**src/rtl/baud_rate.sv**
```systemverilog
// rtl/baud_rate.sv - free-running modulo-M counter producing the UART oversampling tick
`timescale 1ns/1ps
module baud_rate #(
  parameter int CLK_FREQ   = 50_000_000,
  parameter int BAUD       = 9600,
  parameter int OVERSAMPLE = 16,
  parameter int N          = 12,
  parameter int M          = (CLK_FREQ + BAUD * OVERSAMPLE / 2) / (BAUD * OVERSAMPLE)
) (
  input  logic         clk,
  input  logic         rst,
  output logic         tick,
  output logic [N-1:0] q
);

  if (M < 2 || longint'(M) > (longint'(1) << N)) begin : g_bad_m
    $fatal(1, "baud_rate: M must satisfy 2 <= M <= 2**N");
  end

  localparam logic [N-1:0] LAST = N'(M - 1);
  localparam logic [N-1:0] ONE  = N'(1);

  // >= rather than == so an upset count beyond LAST still wraps on the next edge
  always_ff @(posedge clk or posedge rst) begin
    if (rst) begin
      q <= '0;
    end else if (q >= LAST) begin
      q <= '0;
    end else begin
      q <= q + ONE;
    end
  end

  assign tick = (q == LAST);

endmodule

```
**config.mk**
```make
export PLATFORM = sky130hd
export DESIGN_NAME = baud_rate
export DESIGN_NICKNAME = d
export VERILOG_FILES = /design/src/rtl/baud_rate.sv
export SDC_FILE = /design/constraint.sdc
export NUM_CORES = 1
export LEC_CHECK = 0
export ABC_AREA = 1
export CORE_UTILIZATION = 46
export CTS_CLUSTER_DIAMETER = 150
export DETAILED_ROUTE_END_ITERATION = 10
export PLACE_DENSITY = 0.75
export SLEW_MARGIN = 20
export SYNTH_ARGS = -nofsm -noshare
export SYNTH_HDL_FRONTEND = slang
export SYNTH_SLANG_ARGS = --single-unit
```
**constraint.sdc**
```tcl
create_clock -name clk -period 1.65 [get_ports clk]
set_clock_uncertainty 0.1 [all_clocks]
set_input_delay 0.165 -clock clk [delete_from_list [all_inputs] [get_ports clk]]
set_output_delay 0.165 -clock clk [all_outputs]
set_load 0.02 [all_outputs]
```
Yosys cells after proc, flatten, opt, wreduce, memory -nomap -nowiden --
Cells that the tools add are included.
Storage, ports and cells: word-level logic and storage cells 5, output and inout bits 13, input port bits 2, flip-flop bits (word level) 12
Cells by class: $add $sub $neg 1, mux-type cells 1, eq/ne operators 1, order comparisons 1
Operators with widths (count):
- 12-bit by 1-bit adder with 12-bit output (second input constant) | 1
- 12-bit by 9-bit == test with 1-bit output (second input constant) | 1
- 12-bit by 9-bit >= comparator with 1-bit output (second input constant) | 1
- 12-bit 2-to-1 mux | 1

Logic depth before layout (Yosys ltp) --
depth in word-level cells 2, mapped depth 8, depth with buffers taken out 8

Least setup slack after synthesis --
Ideal clock, no wire load.
path type register to register, start point register q[0], end point register q[6], path buffers 0, path slack 0.233 ns, data required time 1.480 ns, stages on the path, launching flop included 8, period minus slack after synthesis 1.417 ns, library setup time 0.070 ns, data arrival time 1.247 ns, cell sequence dfrtp_1 ha_1 nand2_1 nor2_2 inv_2 o21ai_2 nand2_1 nor2_2
Between the ends: cells in the longest elaborated chain, start to end 2, elaborated cells on any way between the ends 3, classes of those cells add/sub: 1; order compare: 1; mux: 1
Ends and longest elaborated chain:
- start, declared | line 13 | output logic [N-1:0] q
- start signal, assigned | line 30 | q <= q + ONE;
- 12-bit by 1-bit adder with 12-bit output or 12-bit by 9-bit >= comparator with 1-bit output (tied branches) | line 30, 27
- 12-bit 2-to-1 mux * | line 27 | end else if (q >= LAST) begin
Mark *: on every way between the ends. The rest lies on a longest branch, timed or not.

Worst setup path in the final report --
start point register q[4], end point output q[4]
No word-level cell between the ends.

==> flow_summary.json <==
{
  "diodes": 0,
  "switching_share": 0.216,
  "cp_max_fo": 3,
  "wl_per_cell_um": 10.2,
  "rows": 13,
  "ys_ff_latch": 12,
  "required_ns": 1.38,
  "met1_usage": 0.279,
  "p_sw_mw": 0.124,
  "totalWireLength_um": 1280,
  "cts_buffers": 3,
  "yosys.cell_types.count": 17,
  "cp-end-kind": "output pin",
  "final_layout_size_suffix_gt1_frac": 0.245,
  "r2r-start": "q[0]$_DFF_PP0_",
  "yosys_warnings": 0,
  "hpwl_um": 1010,
  "comb_power_share": 0.073,
  "first_pass_iters": 4,
  "setup_viol": 0,
  "initial_core_util": 0.493,
  "timing.fmax_ghz": 0.622,
  "htreeDepth": 1,
  "fp.dieH_um": 39.1,
  "grt_first_pass_wirelength_um": 2060,
  "netlist_area_um2": 633,
  "cap_violations": 0,
  "largest-register": "q",
  "drv_slew": 0,
  "antenna_found_initial": 0,
  "largest_reg_flops": 12,
  "drc": 0,
  "pre_cts_slack_ns": -0.0786,
  "cts_tree": "done",
  "root_buffer": "clkbuf_4",
  "dp.cells": 121,
  "period_minus_slack_ns": 1.61,
  "crit_arrival_ns": 1.34,
  "status": "finished, final reports clean",
  "grt_use_total": 0.205,
  "p_seq_frac": 0.525,
  "synthCells": 78,
  "startpoint_type": "flop",
  "hold_violations": 0,
  "dieArea_um2": 1530,
  "grt_pass1_vias": 510,
  "gp_congestion": 0.820,
  "leakagePower_nw": 0.511,
  "setup_ws_ns": 0.0410,
  "gr-total-overflow": 0,
  "core-area_um2": 1280,
  "die_w_um": 39.1,
  "clock-sinks": 12,
  "internal_power_mw": 0.450,
  "met2_usage": 0.321,
  "synth.top_cells.by_area": "dfrtp_1, inv_1, nand2_1, nor2_1, ha_1",
  "path_class": "flop to output pin",
  "met3_usage": 0.0173,
  "synth.yosys.seq_area_share": 0.474,
  "drt_iter0_drc": 10,
  "avgSynthCellArea_um2": 8.12,
  "netlist.top_cell.by_area": "dfrtp_1",
  "via_per_inst": 4.35,
  "post_cts_buffers": 0,
  "rsz0062_at_grt": "no",
  "r2r_cells": 9,
  "hp-class": "input port to asynchronous set/reset pin",
  "final_cell_mix": "inv_1, nand2_1, nor2_1, buf_4, dfrtp_1",
  "crit_start": "q[4]$_DFF_PP0_",
  "n_fill_cell": 90,
  "vias": 544,
  "clock_latency_ns": 0.27,
  "port_buffers": 14,
  "grt_max_degree": 13,
  "yosysTopAreaCellShare": 0.474,
  "final_net_count": 116,
  "fin_cells": 125,
  "drtAntennaViolNets": 0,
  "clock_path_buffers": 2,
  "power_density_nw_per_um2": 616,
  "top_usage_layer": "met2",
  "ir_drop_uv": 438,
  "largestRegisters": "q: 12 flops",
  "timing.final.crit_share": 0.975,
  "clk_pin_slew_ns": 0.07,
  "io_pins": 15,
  "syn2layout_area_growth_pct": 47.2,
  "clock_power_share": 0.402
}
## layout make-up
| cell class | count | area, µm² | area share |
|---|---|---|---|
| clock buffer | 4 | 36.3 | 0.0389 |
| tap | 15 | 18.8 | 0.0201 |
| multi-input combinational | 51 | 279 | 0.299 |
| timing repair buffer | 26 | 234 | 0.251 |
| inverter | 17 | 63.8 | 0.0685 |
| sequential | 12 | 300 | 0.322 |
## cells by family (layout without fill, tap and decap cells)
group / Yosys count / count (layout) / share of synthesized area
simple gates: 39 / 39 / 0.287
xor+xnor: 3 / 3 / 0.0415
compound gates: 3 / 3 / 0.0316
fa+ha+maj: 3 / 3 / 0.0593
buf+inv: 17 / 47 / 0.101
other cells: 1 / 3 / 0.00592
flops: 12 / 12 / 0.474
## worst max-delay path: stages (launching register included)
cell             delay (ns)
dfrtp_1                0.36
buf_4                  0.13
clkdlybuf4s50_1        0.59
## through the flow
stage	hold WS, ns	setup TNS [ns]	instance area, µm²	utilization	total power [mW]
after floorplan	-0.0703	0	641	-	0.329
after global placement	0.397	-0.0545	890	0.692	0.349
after detailed placement	0.400	-0.0786	890	0.692	0.350
after CTS	0.104	0	920	0.716	0.581
after global routing	0.163	0	932	0.725	0.598
final	0.0963	0	932	0.725	0.574
## cell usage after synthesis (all sizes together)
library cell / count
a31oi: 1
conb: 1
dfrtp: 12
ha: 3
inv: 17
nand2: 16
nand3: 6
nor2: 17
o21ai: 2
xnor2: 1
xor2: 2
## power by group through the flow
| stage | Clock [mW] | Combinational (mW) | Sequential, mW |
|---|---|---|---|
| 2_1_floorplan | 0 | 0.0146 | 0.315 |
| 3_3_place_gp | 0 | 0.0421 | 0.307 |
| 3_5_place_dp | 0 | 0.0429 | 0.307 |
| 4_1_cts | 0.237 | 0.0424 | 0.301 |
| 5_1_grt | 0.248 | 0.0473 | 0.302 |
| 6_report | 0.231 | 0.0421 | 0.301 |
## layer usage
| metal | vias up | wire (µm) |
|---|---|---|
| met5 | - | 0 |
| li1 | 291 | - |
| met1 | 240 | 630 |
| met4 | 0 | 23 |
| met2 | 9 | 584 |
| met3 | 4 | 40 |
## final timing paths
kind / to / slack (ns)
setup / recovery: q[4] / 0.04
hold / removal: q[2]$_DFF_PP0_ / 0.1
setup reg to reg: q[3]$_DFF_PP0_ / 0.21
hold reg to reg: q[8]$_DFF_PP0_ / 0.46
max in group asynchronous: q[8]$_DFF_PP0_ / 1.05
min in group clk: q[8]$_DFF_PP0_ / 0.46
## repair_timing
| action | 4_1_cts | 5_1_grt |
|---|---|---|
| resized for setup | 5 | 5 |
| hold buffers | 0 | 0 |
| setup endpoints to repair | 2 | 4 |
| pin swaps | 0 | 1 |
Note: power is estimated with default switching activity, not from simulation.
